### src/rtl/uart_tx_sched.sv
// uart_tx_sched: round-robin packet scheduler sharing one uart_tx among NUM_CH byte streams.
// Latency: request->grant 1 clk, grant->header DV 1 clk, byte handshake->DV 1 clk.
// Backpressure: only the owner sees ready (in LOAD only); ownership lasts until its last byte is sent.
module uart_tx_sched #(
  parameter int         NUM_CH      = 4,
  parameter bit         HEADER_EN   = 1'b1,
  parameter logic [7:0] HEADER_BASE = 8'hA0
) (
  input  logic                  i_Clock,
  input  logic                  i_Rst_n,
  input  logic [NUM_CH-1:0]     i_Req_Valid,
  input  logic [8*NUM_CH-1:0]   i_Req_Byte,
  input  logic [NUM_CH-1:0]     i_Req_Last,
  output logic [NUM_CH-1:0]     o_Req_Ready,
  output logic [NUM_CH-1:0]     o_Grant,
  output logic                  o_Tx_DV,
  output logic [7:0]            o_Tx_Byte,
  input  logic                  i_Tx_Active,
  output logic                  o_Busy,
  output logic                  o_Pkt_Done
);

  localparam int IDX_W = $clog2(NUM_CH);

  typedef enum logic [2:0] {
    ST_IDLE,
    ST_HDR,
    ST_LOAD,
    ST_SEND,
    ST_WAIT
  } state_t;

  state_t            state;
  state_t            state_nxt;
  logic [IDX_W-1:0]  rr_ptr;
  logic [IDX_W-1:0]  grant_idx;
  logic [IDX_W-1:0]  pick_idx;
  logic [IDX_W-1:0]  rr_next;
  logic              pick_vld;
  int                arb_j;
  logic [NUM_CH-1:0] grant;
  logic [7:0]        byte_q;
  logic              last_q;
  logic              hdr_q;
  logic              armed;
  logic              tx_dv;
  logic [7:0]        tx_byte;
  logic              pkt_done;
  logic              accept;
  logic              load_fire;
  logic              pkt_end;
  logic [7:0]        hdr_byte;

  assign hdr_byte  = HEADER_BASE | 8'(grant_idx);
  // armed records that uart_tx was seen idle since this byte was staged, so a
  // leftover Active from a frame started before reset is not taken as acceptance.
  assign accept    = tx_dv && armed && i_Tx_Active;
  assign load_fire = (state == ST_LOAD) && i_Req_Valid[grant_idx];
  assign pkt_end   = (state == ST_WAIT) && !i_Tx_Active && last_q && !hdr_q;
  assign rr_next   = (grant_idx == IDX_W'(NUM_CH - 1)) ? '0 : grant_idx + 1'b1;

  assign o_Grant    = grant;
  assign o_Tx_DV    = tx_dv;
  assign o_Tx_Byte  = tx_byte;
  assign o_Busy     = (state != ST_IDLE);
  assign o_Pkt_Done = pkt_done;

  // Round-robin pick: first valid channel at or above rr_ptr, wrapping.
  always_comb begin
    pick_vld = 1'b0;
    pick_idx = '0;
    arb_j    = 0;
    for (int i = 0; i < NUM_CH; i++) begin
      arb_j = int'(rr_ptr) + i;
      if (arb_j >= NUM_CH) arb_j = arb_j - NUM_CH;
      if (!pick_vld && i_Req_Valid[arb_j]) begin
        pick_vld = 1'b1;
        pick_idx = IDX_W'(arb_j);
      end
    end
  end

  // State register.
  always_ff @(posedge i_Clock or negedge i_Rst_n) begin
    if (!i_Rst_n) state <= ST_IDLE;
    else          state <= state_nxt;
  end

  // Next-state logic and the combinational ready toward the owner.
  always_comb begin
    state_nxt   = state;
    o_Req_Ready = '0;
    case (state)
      ST_IDLE: if (pick_vld) state_nxt = HEADER_EN ? ST_HDR : ST_LOAD;
      ST_HDR,
      ST_SEND: if (accept) state_nxt = ST_WAIT;
      ST_LOAD: begin
        o_Req_Ready[grant_idx] = 1'b1;
        if (i_Req_Valid[grant_idx]) state_nxt = ST_SEND;
      end
      ST_WAIT: if (!i_Tx_Active) state_nxt = (last_q && !hdr_q) ? ST_IDLE : ST_LOAD;
      default: state_nxt = ST_IDLE;
    endcase
  end

  // Grant ownership, rotation pointer and packet-done pulse.
  always_ff @(posedge i_Clock or negedge i_Rst_n) begin
    if (!i_Rst_n) begin
      rr_ptr    <= '0;
      grant_idx <= '0;
      grant     <= '0;
      pkt_done  <= 1'b0;
    end else begin
      pkt_done <= 1'b0;
      if (state == ST_IDLE && pick_vld) begin
        grant_idx <= pick_idx;
        grant     <= {{(NUM_CH-1){1'b0}}, 1'b1} << pick_idx;
      end
      if (pkt_end) begin
        pkt_done <= 1'b1;
        rr_ptr   <= rr_next;
        grant    <= '0;
      end
    end
  end

  // Byte capture from the owner; hdr_q marks that the frame in flight is the header.
  always_ff @(posedge i_Clock or negedge i_Rst_n) begin
    if (!i_Rst_n) begin
      byte_q <= 8'h00;
      last_q <= 1'b0;
      hdr_q  <= 1'b0;
    end else if (load_fire) begin
      byte_q <= i_Req_Byte[8*grant_idx +: 8];
      last_q <= i_Req_Last[grant_idx];
      hdr_q  <= 1'b0;
    end else if (state == ST_HDR && accept) begin
      last_q <= 1'b0;
      hdr_q  <= 1'b1;
    end
  end

  // DV/byte toward uart_tx: DV is a level held until Active is seen high.
  always_ff @(posedge i_Clock or negedge i_Rst_n) begin
    if (!i_Rst_n) begin
      tx_dv   <= 1'b0;
      tx_byte <= 8'h00;
      armed   <= 1'b0;
    end else if (state == ST_HDR || state == ST_SEND) begin
      armed <= armed | ~i_Tx_Active;
      if (accept) begin
        tx_dv <= 1'b0;
      end else if (!tx_dv) begin
        tx_dv   <= 1'b1;
        tx_byte <= (state == ST_HDR) ? hdr_byte : byte_q;
      end
    end else begin
      tx_dv <= 1'b0;
      armed <= 1'b0;
    end
  end

endmodule

### config.mk
export PLATFORM = sky130hd
export DESIGN_NAME = uart_tx_sched
export DESIGN_NICKNAME = d
export VERILOG_FILES = /design/src/rtl/uart_tx_sched.sv
export SDC_FILE = /design/constraint.sdc
export NUM_CORES = 1
export LEC_CHECK = 0
export CORE_ASPECT_RATIO = 1.5
export CORE_MARGIN = 1.5
export CORE_UTILIZATION = 41
export CTS_CLUSTER_SIZE = 8
export DETAILED_ROUTE_END_ITERATION = 7
export PLACE_DENSITY_LB_ADDON = 0.25
export SLEW_MARGIN = 30
export SYNTH_ARGS = -nofsm -noshare
export SYNTH_HDL_FRONTEND = slang
export SYNTH_SLANG_ARGS = --single-unit
export TNS_END_PERCENT = 20
### constraint.sdc
create_clock -name i_Clock -period 1.75 [get_ports i_Clock]
set_clock_uncertainty 0.1 [all_clocks]
set_input_delay 0.35 -clock i_Clock [delete_from_list [all_inputs] [get_ports i_Clock]]
set_output_delay 0.35 -clock i_Clock [all_outputs]
set_load 0.1 [all_outputs]
# Word level (Yosys, flattened, before mapping)
# Cells that the tools add are included.
dict set report word_totals {
  ff_bits 32
  latch_bits 0
  mem_bits_rw 0
  mem_bits_ro 0
  wordCells 119
  memories 0
}
dict set report op_classes {
  addsub 8
  n_mul 0
  n_div 0
  magnitude_cmp 10
  n_eq_ne 9
  shift 2
  muxes 49
  bitwise 4
  reduce_logical 26
}
# operator count
set ops {}
lappend ops {{32-bit by 4-bit < comparator with 1-bit output, second input constant} 4}
lappend ops {{32-bit two-way mux} 4}
lappend ops {{32-bit by 6-bit indexed part select with 8-bit output} 1}
lappend ops {{1-bit two-way mux} 23}
lappend ops {{1-bit logical AND} 13}
lappend ops {{1-bit binary-select mux with 2-bit select} 6}
lappend ops {{2-bit two-way mux} 6}
lappend ops {{3-bit two-way mux} 4}
lappend ops {{4-bit two-way mux} 3}
lappend ops {{3-bit one-hot mux with 4 select lines} 1}
lappend ops {{3-bit by 3-bit subtractor with 4-bit output, second input constant} 3}
lappend ops {{3-bit >= comparator, second input constant} 3}
lappend ops {{8-bit two-way mux} 1}
lappend ops {{2-bit by 2-bit adder with 3-bit output, second input constant} 2}
lappend ops {{3-bit by 2-bit equality test with 1-bit output, second input constant} 2}
lappend ops {{2-bit != test, second input constant} 3}
lappend ops {{1-bit zero test} 5}
lappend ops {{4-bit AND reduction} 1}
lappend ops {{2-bit nonzero test} 2}
lappend ops {{1-bit by 2-bit left shift with 4-bit output, first input constant} 1}
lappend ops {{2-bit by 3-bit subtractor with 4-bit output, second input constant} 1}
lappend ops {{2-bit by 1-bit adder with 3-bit output, second input constant} 1}
lappend ops {{3-bit by 1-bit equality test with 1-bit output, second input constant} 1}
lappend ops {{3-bit equality test, second input constant} 1}
lappend ops {{14 further kinds} 16}

# Longest topological paths before layout
dict set report depth {
  ltp_word 18
  depth_mapped 6
  ltp_nobuf 4
}

# Worst setup path before layout
# Ideal clock, no wire load.
dict set report synth_path {
  path_type {register -> register}
  startpoint {register state[2]}
  endpoint {register grant[0] (netlist: o_Grant[0])}
  setup_time_ps 123
  t_arrival_ps 1892
  t_required_ps 1527
  path_slack_ps -365
  path_stages_with_launch 5
  n_path_buf 0
  path_cell_list {dfrtp_1 > or3_1 > a21oi_2 > nor2_1 > a32o_1}
}
dict set report synth_via {
  elab_chain_len 5
}
# element line
set synth_lines {}
lappend synth_lines {{from (decl)} 33} ;# state_t state;
lappend synth_lines {{from (signal assigned)} 86} ;# else state <= state_nxt;
lappend synth_lines {{3-bit equality test} 59} ;# assign pkt_end = (state == ST_WAIT) && !i_Tx_Active && last_q && !hdr_q;
lappend synth_lines {{1-bit logical AND (3 in series)} 59}
lappend synth_lines {{4-bit two-way mux or 2-bit nonzero test (tied branches)} --}
lappend synth_lines {{to (signal assigned)} 117} ;# grant <= {{(NUM_CH-1){1'b0}}, 1'b1} << pick_idx;
lappend synth_lines {{to (decl)} 41} ;# logic [NUM_CH-1:0] grant;
# Parallel ways exist; a longest one is shown, timed or not.
# A chain may end at the register's enable or synchronous reset.

# Final worst setup path
dict set report layout_path {
  startpoint {register state[1]}
  endpoint {output port o_Busy}
}
dict set report layout_via {
  elab_chain_len 1
}
# element line
set layout_lines {}
lappend layout_lines {{3-bit nonzero test} 65} ;# assign o_Busy = (state != ST_IDLE);
lappend layout_lines {{to (decl)} 19} ;# output logic o_Busy,
# No other way between the ends.

==> results.sh <==
export IMPL_synth_xor_area_frac=0
export IMPL_die_width_um=56.6
export IMPL_cp_start_kind="flip-flop"
export IMPL_start_util=0.424
export IMPL_fin_cells=283
export IMPL_critPathTopFamily="flip-flops"
export IMPL_cp_required_ps=1300
export IMPL_final_min_clock_period_ps=1860
export IMPL_synthesis_nets=197
export IMPL_final_setup_viol_count=6
export IMPL_internal_power_mw=2.61
export IMPL_wirelength_mm=4.70
export IMPL_clk_pin_slew_ps=60
export IMPL_synth_flop_cell="dfrtp_1"
export IMPL_max_freq_mhz=537
export IMPL_cts_root_buffer="clkbuf_8"
export IMPL_clockBufferDepth=2
export IMPL_groute_layer_met1_usage=0.229
export IMPL_ys_seq_elements=32
export IMPL_nFillCells=307
export IMPL_ir_drop_mv=1.82
export IMPL_worstSetupPathType="reg2out"
export IMPL_antenna_found_initial=0
export IMPL_syn_inst=150
export IMPL_ys_types=36
export IMPL_slew_viol_final=0
export IMPL_yosys_mux_area_fraction=0.223
export IMPL_path_cells="buf_4 > or3_4 > buf_12"
export IMPL_comb_power_share=0.605
export IMPL_area_growth_pct=63.9
export IMPL_die_area_um2=4720
export IMPL_drv_cap=0
export IMPL_boundaryPins=62
export IMPL_vias=1555
export IMPL_power_mw=4.72
export IMPL_critical_path_arrival_ps=1410
export IMPL_avgRoutedWirePerCell_um=16.6
export IMPL_rsz0062_at_grt="true"
export IMPL_power_switching_mw=2.12
export IMPL_critPathMaxStageDelay_ps=430
export IMPL_rows=29
export IMPL_drcViolationCount=0
export IMPL_drive_above_1_share=0.338
export IMPL_drt_pass1_iter_count=4
export IMPL_numCtsBuffers=5
export IMPL_fin_util=0.694
export IMPL_synthArstFlopShare=1.00
export IMPL_clkPwrFrac=0.124
export IMPL_antenna_diode_count=0
export IMPL_status="finished, violations left"
export IMPL_grt_pass1_vias=1635
export IMPL_grtUsageTotal=0.213
export IMPL_cts_tree="built"
export IMPL_postRouteAntennaNets=0
export IMPL_ys_warn_count=0
export IMPL_grt_pass1_wl_mm=7.70
export IMPL_vias_per_cell=5.49
export IMPL_drtIter0Drc=36
export IMPL_p_leak_nw=1.32
export IMPL_switching_share=0.448
export IMPL_holdBufCountCts=0
export IMPL_place_ws_ps=-314
export IMPL_synthSimpleGateAreaFrac=0.149
export IMPL_synth_area_leader_cell="dfrtp_1"
export IMPL_numPortBuffers=61
export IMPL_cts_sinks=32
export IMPL_violations="negative setup slack"
export IMPL_clk_latency_ps=280
export IMPL_dp_cells=268
export IMPL_hp_class="in2async"
export IMPL_grt_max_degree=33
export IMPL_grt_overflow=0
export IMPL_nets=283
export IMPL_synth_edf_count=0
export IMPL_p_per_area_nw_per_um2=1630
export IMPL_slew_headroom=0.734
export IMPL_use_met2=0.365
export IMPL_critical_path_buf_inv_count=2
export IMPL_die_h_um=83.4
export IMPL_yosysSeqAreaShare=0.453
export IMPL_crit_slowest_cell="dfrtp_2"
export IMPL_top_usage_layer="met2"
export IMPL_use_met3=0.0545
export IMPL_seq_power_share=0.271
export IMPL_avgSynthCellArea_um2=11.8
export IMPL_synth_compound_area_share=0.0991
export IMPL_core_area_um2=4170
export IMPL_htree_num_levels=2
export IMPL_endpoint_kind="primary output"
export IMPL_dp_hpwl_mm=3.58
export IMPL_place_gp_congestion=0.831
export IMPL_synth_top_area_frac=0.453
export IMPL_setup_ws_ps=-111
export IMPL_yosys_top_cells_area="dfrtp_1, mux4_2, mux2_4"
export IMPL_max_slew_worst_pin_slew_ps=399
export IMPL_finalCritPeriodShare=1.06
export IMPL_hold_viol=0
export IMPL_worst_path_max_fanout=4
export IMPL_synth_cell_area_um2=1770
export IMPL_synthAdderAreaFrac=0.0283
export IMPL_synth_top_family_by_area="multiplexers"
-- repair_timing --
| item | 4_1_cts | 5_1_grt |
|---|---|---|
| pin swaps | 6 | 1 |
| setup endpoints to repair | 9 | 18 |
| resized for setup | 9 | 5 |
| setup buffers | 6 | 1 |
-- per-layer routing --
layer | up-vias | share of wire
met3 | 16 | 0.056
met5 | - | 0
met1 | 764 | 0.37
met2 | 57 | 0.54
li1 | 718 | -
met4 | 0 | 0.034
-- cells by family after synthesis --
logic type,Yosys count
AOI/OAI and AO/OA,26
adders and majority gates,4
buffers and inverters,14
DFF,32
muxes,22
and+or+nand+nor,52
-- final timing paths --
path                                           from                  endpoint  slack [ps]  depth (start not counted)
setup / recovery               state[1]$_DFFE_PN0P_                    o_Busy        -110                          3
hold / removal                              i_Rst_n         o_Tx_DV$_DFF_PN0_         360                          2
setup reg to reg           grant_idx[0]$_DFFE_PN0P_     byte_q[7]$_DFFE_PN0P_         -10                          5
hold reg to reg                   hdr_q$_DFFE_PN0P_         hdr_q$_DFFE_PN0P_         400                          1
max in group asynchronous                   i_Rst_n  grant_idx[1]$_DFFE_PN0P_         880                          2
min in group i_Clock              hdr_q$_DFFE_PN0P_         hdr_q$_DFFE_PN0P_         400                          1
-- cells in the final DEF (no fill, tap or decap), drive strengths merged, types with 2 or more instances in the layout --
master	instances
mux4	10
mux2	9
and2	5
nand2b	2
nor2	12
a32o	4
a31oi	2
a21o	2
dfrtp	32
nand3b	2
buf	45
clkbuf	6
inv	6
clkdlybuf4s50	42
o21ai	10
ha	4
a21oi	4
clkinv	2
nor2b	3
mux2i	3
nand3	8
nand2	14
nor3	2
-- synthesized netlist by cell type, types with 2 or more instances --
library cell,number
mux4_2,7
mux2_4,7
nor2b_1,3
o21ai_0,10
nand2_1,13
inv_1,6
ha_1,4
nor2_1,12
a21o_1,2
clkbuf_1,3
nand3_1,8
mux4_1,3
a21oi_1,3
a31oi_1,2
mux2_2,2
nand2b_1,2
buf_6,2
nand3b_1,2
a32o_1,4
and2_1,5
nor3_1,2
dfrtp_1,32
mux2i_1,3
-- through the flow --
stage / hold WS [ps] / cell area [um2] / TNS [ps]
5_1_grt: 407 / 2900 / -1000
3_3_place_gp: 375 / 2720 / -3450
2_1_floorplan: -45.6 / 1780 / -336
6_report: 360 / 2900 / -468
3_5_place_dp: 389 / 2720 / -4170
4_1_cts: 374 / 2870 / -624
-- flip-flops by register name, summed over array words and instances, names as in the netlist --
register    flops
o_Pkt_Done      1
o_Grant         4
grant_idx       2
rr_ptr          2
o_Tx_Byte       8
byte_q          8
armed           1
last_q          1
o_Tx_DV         1
hdr_q           1
state           3
-- final cells by class --
class	instances	area, um2	area share
Tap cell	46	57.6	0.0199
Clock inverter	2	10.0	0.00345
Inverter	6	22.5	0.00777
Timing Repair Buffer	87	1010	0.349
Multi-Input combinational cell	104	911	0.314
Clock buffer	6	82.6	0.0285
Sequential cell	32	803	0.277
-- power groups by stage --
stage	sequential (mW)	clock, mW	combinational [mW]
floorplan	1.91	0	1.13
global placement	1.28	0	2.67
detailed placement	1.30	0	2.73
CTS	1.28	0.603	2.84
global route	1.31	0.628	3.02
finish	1.28	0.586	2.86
Note: power is estimated with default switching activity, not from simulation.
